`src/rtl/risc_pkg.sv`:
```
// Shared types and constants for the instruction fetch stage.
package risc_pkg;

    localparam int XLEN = 32;
    localparam logic [XLEN-1:0] NOP_INSTR = 32'h0000_0013;

    typedef enum logic [1:0] {
        BOOT,
        RUN,
        FLUSH
    } fetch_state_e;

    typedef struct packed {
        logic [XLEN-1:0] instr;
        logic [XLEN-1:0] pc;
    } fetch_entry_t;

    function automatic logic [XLEN-1:0] word_align(input logic [XLEN-1:0] addr);
        return {addr[XLEN-1:2], 2'b00};
    endfunction

endpackage

```
`src/rtl/fetch_fifo.sv`:
```
// First-word-fall-through prefetch FIFO of {instr, pc} entries with synchronous clear.
module fetch_fifo
    import risc_pkg::*;
#(
    parameter int DEPTH = 4
) (
    input  logic                    clk,
    input  logic                    arst_n,
    input  logic                    push,
    input  logic                    pop,
    input  logic                    clear,
    input  fetch_entry_t            wdata,
    output fetch_entry_t            rdata,
    output logic [$clog2(DEPTH):0]  count,
    output logic                    full,
    output logic                    empty
);

    localparam int AW = $clog2(DEPTH);
    localparam logic [AW:0] DEPTH_C = (AW + 1)'(DEPTH);

    fetch_entry_t   mem [DEPTH];
    logic [AW-1:0]  wr_ptr;
    logic [AW-1:0]  rd_ptr;
    logic           do_push;
    logic           do_pop;

    assign full    = (count == DEPTH_C);
    assign empty   = (count == '0);
    assign do_push = push && !full;
    assign do_pop  = pop && !empty;
    assign rdata   = mem[rd_ptr];

    // NOTE: storage has no reset; an entry is only visible once written, because empty masks the head.
    always_ff @(posedge clk) begin
        if (do_push && !clear) begin
            mem[wr_ptr] <= wdata;
        end
    end

    always_ff @(posedge clk or negedge arst_n) begin
        if (!arst_n) begin
            wr_ptr <= '0;
            rd_ptr <= '0;
            count  <= '0;
        end else if (clear) begin
            wr_ptr <= '0;
            rd_ptr <= '0;
            count  <= '0;
        end else begin
            if (do_push) wr_ptr <= wr_ptr + AW'(1);
            if (do_pop)  rd_ptr <= rd_ptr + AW'(1);
            count <= count + (AW + 1)'(do_push) - (AW + 1)'(do_pop);
        end
    end

endmodule

```
`src/rtl/instr_fetch_unit.sv`:
```
// Fetch stage: owns the PC, issues credit-limited memory reads, buffers responses in order
// and discards responses that were in flight when the core redirected.
module instr_fetch_unit
    import risc_pkg::*;
#(
    parameter int              XLEN       = risc_pkg::XLEN,
    parameter logic [XLEN-1:0] RESET_PC   = '0,
    parameter int              FIFO_DEPTH = 4
) (
    input  logic            clk,
    input  logic            arst_n,
    output logic            imem_req_valid,
    input  logic            imem_req_ready,
    output logic [XLEN-1:0] imem_req_addr,
    input  logic            imem_rsp_valid,
    input  logic [XLEN-1:0] imem_rsp_data,
    input  logic            redirect_valid,
    input  logic [XLEN-1:0] redirect_pc,
    output logic            instr_valid,
    input  logic            instr_ready,
    output logic [XLEN-1:0] instr,
    output logic [XLEN-1:0] instr_pc
);

    localparam int CW = $clog2(FIFO_DEPTH) + 1;
    localparam logic [CW:0] CREDITS = (CW + 1)'(FIFO_DEPTH);

    fetch_state_e     state;
    logic [XLEN-1:0]  fetch_pc;
    logic [XLEN-1:0]  rsp_pc;
    logic [XLEN-1:0]  redirect_target;
    logic [CW-1:0]    outstanding;
    logic [CW-1:0]    outstanding_after_rsp;
    logic [CW-1:0]    drop_cnt;
    logic [CW-1:0]    drop_cnt_nxt;
    logic [CW-1:0]    fifo_count;
    logic             fifo_full;
    logic             fifo_empty;
    logic             req_fire;
    logic             push;
    logic             pop;
    fetch_entry_t     push_entry;
    fetch_entry_t     head;

    assign redirect_target = word_align(redirect_pc);

    // Buffered plus in-flight words may never exceed the FIFO, so every response has a slot.
    assign imem_req_valid = (state == RUN)
                         && (({1'b0, fifo_count} + {1'b0, outstanding}) < CREDITS)
                         && !redirect_valid;
    assign imem_req_addr  = fetch_pc;
    assign req_fire       = imem_req_valid && imem_req_ready;

    assign outstanding_after_rsp = outstanding - CW'(imem_rsp_valid);
    assign push       = imem_rsp_valid && (drop_cnt == '0) && !redirect_valid;
    assign pop        = !fifo_empty && instr_ready;
    assign push_entry = '{instr: imem_rsp_data, pc: rsp_pc};

    always_comb begin
        drop_cnt_nxt = drop_cnt;
        if (redirect_valid) begin
            drop_cnt_nxt = outstanding_after_rsp;
        end else if (imem_rsp_valid && (drop_cnt != '0)) begin
            drop_cnt_nxt = drop_cnt - CW'(1);
        end
    end

    // NOTE: all state updates are non-blocking so every term above sees pre-edge values.
    always_ff @(posedge clk or negedge arst_n) begin
        if (!arst_n) begin
            state       <= BOOT;
            fetch_pc    <= RESET_PC;
            rsp_pc      <= RESET_PC;
            outstanding <= '0;
            drop_cnt    <= '0;
        end else begin
            outstanding <= outstanding_after_rsp + CW'(req_fire);
            drop_cnt    <= drop_cnt_nxt;

            if (redirect_valid) begin
                fetch_pc <= redirect_target;
                rsp_pc   <= redirect_target;
            end else begin
                if (req_fire) fetch_pc <= fetch_pc + XLEN'(4);
                if (push)     rsp_pc   <= rsp_pc + XLEN'(4);
            end

            unique case (state)
                BOOT:    state <= RUN;
                RUN:     if (redirect_valid && (outstanding_after_rsp != '0)) state <= FLUSH;
                FLUSH:   if (!redirect_valid && (drop_cnt_nxt == '0)) state <= RUN;
                default: state <= BOOT;
            endcase
        end
    end

    fetch_fifo #(
        .DEPTH (FIFO_DEPTH)
    ) u_fifo (
        .clk    (clk),
        .arst_n (arst_n),
        .push   (push),
        .pop    (pop),
        .clear  (redirect_valid),
        .wdata  (push_entry),
        .rdata  (head),
        .count  (fifo_count),
        .full   (fifo_full),
        .empty  (fifo_empty)
    );

    assign instr_valid = !fifo_empty;
    assign instr       = fifo_empty ? NOP_INSTR : head.instr;
    assign instr_pc    = fifo_empty ? '0 : head.pc;

    push_into_full_fifo: assert property (@(posedge clk) disable iff (!arst_n)
        !(push && fifo_full));
    outstanding_bounded: assert property (@(posedge clk) disable iff (!arst_n)
        (outstanding <= CW'(FIFO_DEPTH)) && (drop_cnt <= CW'(FIFO_DEPTH)));

endmodule

```
`config.mk`:
```
export PLATFORM = sky130hd
export DESIGN_NAME = instr_fetch_unit
export DESIGN_NICKNAME = d
export VERILOG_FILES = /design/src/rtl/risc_pkg.sv /design/src/rtl/fetch_fifo.sv /design/src/rtl/instr_fetch_unit.sv
export SDC_FILE = /design/constraint.sdc
export NUM_CORES = 1
export LEC_CHECK = 0
export BUFFER_PORTS_ARGS = -buffer_cell sky130_fd_sc_hd__buf_2
export CAP_MARGIN = 10
export CORE_ASPECT_RATIO = 1.1
export CORE_MARGIN = 3
export CORE_UTILIZATION = 58
export DETAILED_ROUTE_END_ITERATION = 16
export PLACE_DENSITY = 0.87
export SLEW_MARGIN = 20
export SYNTH_ARGS = -nofsm -noshare
export SYNTH_HDL_FRONTEND = slang
export SYNTH_HIERARCHICAL = 1
export SYNTH_SLANG_ARGS = --single-unit
```
`constraint.sdc`:
```
create_clock -name clk -period 8.15 [get_ports clk]
set_input_delay 0.4075 -clock clk [delete_from_list [all_inputs] [get_ports clk]]
set_output_delay 0.4075 -clock clk [all_outputs]
set_load 0.01 [all_outputs]
```
Word level (Yosys, flattened, before mapping)
Memory sizes are Yosys's and may differ from the RTL's.
Index checks and enable logic that the tools add are counted.
W data, S select, Z words.
{ "word_totals": {"ff_bits": 79, "mem_bits_rw": 256, "in_bits": 70, "wordCells": 69, "memories": 1} }
{ "classes": {"n_addsub": 10, "magnitude_cmp": 1, "n_eq_ne": 5, "mux": 18, "n_reduce_logical": 26} }
{ "mem_list": {"columns": ["name", "depth", "width", "read_ports", "rd_clocked_by_memory_dff", "write_ports", "line_no", "rtl"], "rows": [
  ["u_fifo.mem", 4, 64, 1, 0, 1, "fetch_fifo.sv:22", "fetch_entry_t mem [DEPTH];"]
]} }
{ "op_table": {"columns": ["op", "n"], "rows": [
  ["$mux W32", 6],
  ["$add A32 B3 Y32 const B", 2],
  ["$logic_and A1 B1 Y1", 12],
  ["$mux W2", 6],
  ["$logic_not A3 Y1", 3],
  ["$mux W3", 3],
  ["$reduce_bool A2 Y1", 4],
  ["$add A3 B1 Y3", 2],
  ["$pmux W2 S3", 1],
  ["$reduce_bool A3 Y1", 2],
  ["$sub A3 B1 Y3", 2],
  ["$add A2 B1 Y2 const B", 2],
  ["$add A3 B3 Y4", 1],
  ["$lt A4 B3 Y1 const B", 1],
  ["$eq A3 B3 Y1 const B", 1],
  ["$logic_not A1 Y1", 3],
  ["$sub A3 B1 Y3 const B", 1],
  ["$eq A2 B1 Y1 const B", 1],
  ["$eq A2 B2 Y1 const B", 1],
  ["$logic_not A2 Y1", 1],
  ["$mux W1", 2],
  ["$ne A2 B1 Y1 const B", 1],
  ["$ne A2 B2 Y1 const B", 1],
  ["$reduce_and A2 Y1", 1]
]} }

Logic depth before layout (Yosys ltp)
{ "logic_depth": {"depth_word": 8, "ltp_mapped": 15, "mapped_depth_nobuf": 13} }

Cells and area by module
Netlist, hierarchy kept.
{ "by_module_without_submodules": {"columns": ["module", "n_inst", "cells_per_inst", "area_each_um2"], "rows": [
  ["fetch_fifo", 1, 382, 9684.3],
  ["instr_fetch_unit", 1, 502, 4530.6]
]} }

Least setup slack after synthesis
OpenSTA, ideal clock, no wires.
{ "synth_path": {"path_type": "register to register", "from": "register drop_cnt[0]", "to": "memory u_fifo/mem[2][0] in the netlist's numbering, enable pin", "setup_ps": 578, "arrival_ps": 5985, "t_required_ps": 7572, "setup_slack_ps": 1587, "path_stages_with_launch": 9, "n_path_buf": 2, "synth_period_minus_slack_ps": 6563, "path_cell_list": "dfrtp_1 -> inv_1 -> ha_1 -> and3b_1 -> buf_4 -> and2_1 -> nand2b_1 -> buf_2 -> nor3b_1"} }
{ "synth_between": {"elab_chain_cells": 7} }
{ "synth_rtl": {"columns": ["element", "line_no", "rtl"], "rows": [
  ["from (decl)", "instr_fetch_unit.sv:34", "logic [CW-1:0] drop_cnt;"],
  ["from (signal assigned)", "instr_fetch_unit.sv:78", "drop_cnt <= drop_cnt_nxt;"],
  ["$logic_not A3 Y1", "instr_fetch_unit.sv:55", "assign push = imem_rsp_valid && (drop_cnt == '0) && !redirect_valid;"],
  ["$logic_and A1 B1 Y1 (2 in series)", "instr_fetch_unit.sv:55", null],
  ["net push", "instr_fetch_unit.sv:40", "logic push;"],
  ["$logic_and A1 B1 Y1", "fetch_fifo.sv:30", "assign do_push = push && !full;"],
  ["$logic_and A1 B1 Y1", "fetch_fifo.sv:36", "if (do_push && !clear) begin"],
  ["$mux W1", "fetch_fifo.sv:36", null],
  ["$mux W1 (not written as such)", "fetch_fifo.sv:37", "mem[wr_ptr] <= wdata;"],
  ["to (decl)", "fetch_fifo.sv:22", null]
]} }
The timed path passes the listed nets, and every way through them passes these cells.

==> impl_results.md <==
* Status: finished clean
* RD Place Congestion at between 0.8 and 0.9
* Setup ws final at 4710 ps
* Setup tns final at 0 ps
* Tot GR Track Use at 0.215
* Final period utilization at 0.422
* Fin cells at 1387
* Worst path arrival time at 3040 ps
* Post-synth EDFFs at 256
* Total Wirelength at 28.1 mm
* Syn avg cell area at approximately 16 um2
* DP Area at 15300 um2
* Vias in the first global route at roughly 8400
* Clock-pin slew on the worst setup and hold paths at roughly 60 ps
* Clock skew at 10.6 ps
* Nets at 1145
* Mapped Cells at 884
* Synthesis warning total at 6
* Dpl ws at 4470 ps
* Initial Utilization at 0.594
* CP Class: reg2out
* Minimum clock period at 3440 ps
* Die Wd at ~160 um
* Cell Chain, Critical Path: buf_4 -> mux4_2 -> nor2b_1 -> buf_2
* Post-Syn Area at 14200 um2
* Max Freq at roughly 290 MHz
* Dpl hpwl at roughly 17 mm
* LEAKAGE at 5.90 nW
* WL per Instance at 20.3 um
* Row count at 59
* Io pins at 168
* Fin util at 0.681
* PD cells at 227 nW/um2
* Initial antenna violation count at 0
* Worst endpoint required time at 7740 ps
* Final Total Pwr at 3.70 mW
* Initial DRC Count at 507
* First-pass GRT wire length at 45.1 mm
* Synth cell types at 59
* Hold WC Path Type: in2async
* Max Root-Sink Buffers at 3
* Post-CTS sizing at 0
* CTS tree: yes
* Max incr delay on CP at just under 900 ps
* Area Overhead vs Synth at 14.6%
* Crit. End Element: output port
* Chip height at roughly 170 um
* Critical path peak fanout at 34
* RSZ-0062 raised after global routing: false
* FFs w/ async S/R, synth at 0.227
* Core Box Area at ~24000 um2
* Fin. max-slew vios at 0
* Layout cells sized above 1 at 0.305
* Diodes inserted at 0
* Die area at 26400 um2
* Post-CTS setup buffer count at 0
* CP max stage cell: dfrtp_4
* Number of remaining DRC errors at 0
* Sink Count at 331
* Largest net degree at the start of global routing at 76
* Sequential-to-total area share from yosys stat at 0.673
* CTS Buf Count at 31
* Overflow left after global routing at 0
* Hold bufs inserted after CTS at 0
* Design area at 16300 um2
* Max rail drop VDD at 0.132 mV
* #FFs+latches synth at 331
* Vias at 8106
* Top FF cell, synth: edfxtp_1
* DRT antenna net count at 0
* H-tree depth at 1
* Hold Slack at 87.2 ps
* Worst slew pin tran at around 960 ps
* IO Port Bufs at 163
* Worst rel slew slack at 0.355
* MaxCap Viol Count at 0
* Detailed Routing Iterations Pass 1 at 5
* Startpoint Class: register
* Vias per cell at 5.84
* Setup violators final at 0
* Worst-skew pair later-pin latency at ~540 ps
* Placed insts at 1330
* Fin. Hold Viols at 0
* Root Buffer: clkbuf_16
==> Yosys cell counts, types with 7 or more instances <==
cell	number	area share
o21ai_1	8	0.0028
edfxtp_1	256	0.54
a21oi_1	10	0.0035
nand3_1	33	0.012
o21ai_0	21	0.0074
xor2_1	19	0.012
ha_1	16	0.014
xnor2_1	27	0.017
and3_1	13	0.0057
inv_1	21	0.0055
mux4_2	64	0.10
mux2_2	18	0.014
dfrtp_1	75	0.13
nor2_1	24	0.0063
buf_2	8	0.0028
clkbuf_1	20	0.0053
and4_1	7	0.0043
nor2b_1	63	0.028
nand2_1	45	0.012
buf_4	9	0.0048
o211ai_1	9	0.0048
nor3_1	14	0.0049
nand4_1	21	0.0092
==> critical path, delay by kind of cell, from the launching register on <==
kind,cells,cell delay (ps)
buf+inv,2,830
flops,1,870
mux,1,610
simple gates,1,160
==> layout make-up <==
| cell class | count | area, um2 |
|---|---|---|
| Clock buffer | 48 | 922 |
| Clock inverter | 9 | 47.5 |
| Fill cell | 1604 | 7620 |
| Inverter | 23 | 86.3 |
| Multi-Input combinational cell | 498 | 4400 |
| Sequential cell | 331 | 9570 |
| Tap cell | 305 | 382 |
| Timing Repair Buffer | 173 | 891 |
==> layer usage <==
layer / routed length, um / vias up / global-route usage
li1: - / 3735 / -
met1: 11700 / 4032 / 0.304
met2: 14100 / 303 / 0.364
met3: 1980 / 36 / 0.0326
met4: 371 / 0 / 0.0453
met5: 0 / - / 0
==> sequential cells by signal, indices dropped and copies added (netlist names) <==
name,count
state,2
u_fifo/wr_ptr,2
rsp_pc,30
u_fifo/count,3
u_fifo/rd_ptr,2
drop_cnt,3
imem_req_addr,30
outstanding,3
u_fifo/mem,256
==> kinds of logic after synthesis <==
group	synth area share
xor+xnor	0.0283
mux	0.120
compound gates	0.0296
other cells	0.000264
buf+inv	0.0218
simple gates	0.112
flops	0.673
fa+ha+maj	0.0155
==> path summary, 6_finish.rpt <==
path                       slack, ps         startpoint  depth (start not counted)           endpoint
setup reg to reg                5020    u_fifo/count[1]                         13    u_fifo/count[2]
hold reg to reg                  540           state[1]                          1           state[0]
max in group asynchronous       7310             arst_n                          2   u_fifo/rd_ptr[0]
setup / recovery                4710   u_fifo/rd_ptr[0]                          4        instr_pc[1]
hold / removal                    90             arst_n                          2  imem_req_addr[31]
min in group clk                  90  imem_rsp_data[30]                          1  u_fifo/mem[3][62]
==> placed cells by master (no fill, tap or decap), drive strengths merged, types with 2 or more instances in the layout <==
cell type	count
a21boi	6
a21oi	10
a31oi	5
and2	6
and3	13
and4	7
buf	173
clkbuf	48
clkinv	9
conb	10
dfrtp	75
edfxtp	256
ha	16
inv	22
mux2	18
mux2i	6
mux4	64
nand2	45
nand2b	5
nand3	34
nand4	24
nor2	24
nor2b	63
nor3	17
nor3b	5
nor4	11
o211ai	9
o21ai	29
o311ai	2
o31ai	2
or2	4
or3	5
xnor2	27
xor2	19
==> where the power goes <==
group / total (mW) / internal, mW / switching [mW]
clock: 1.35 / 0.775 / 0.570
combinational: 0.362 / 0.156 / 0.206
sequential: 1.99 / 1.90 / 0.0896
No activity file was read; power rests on OpenSTA's default activity.
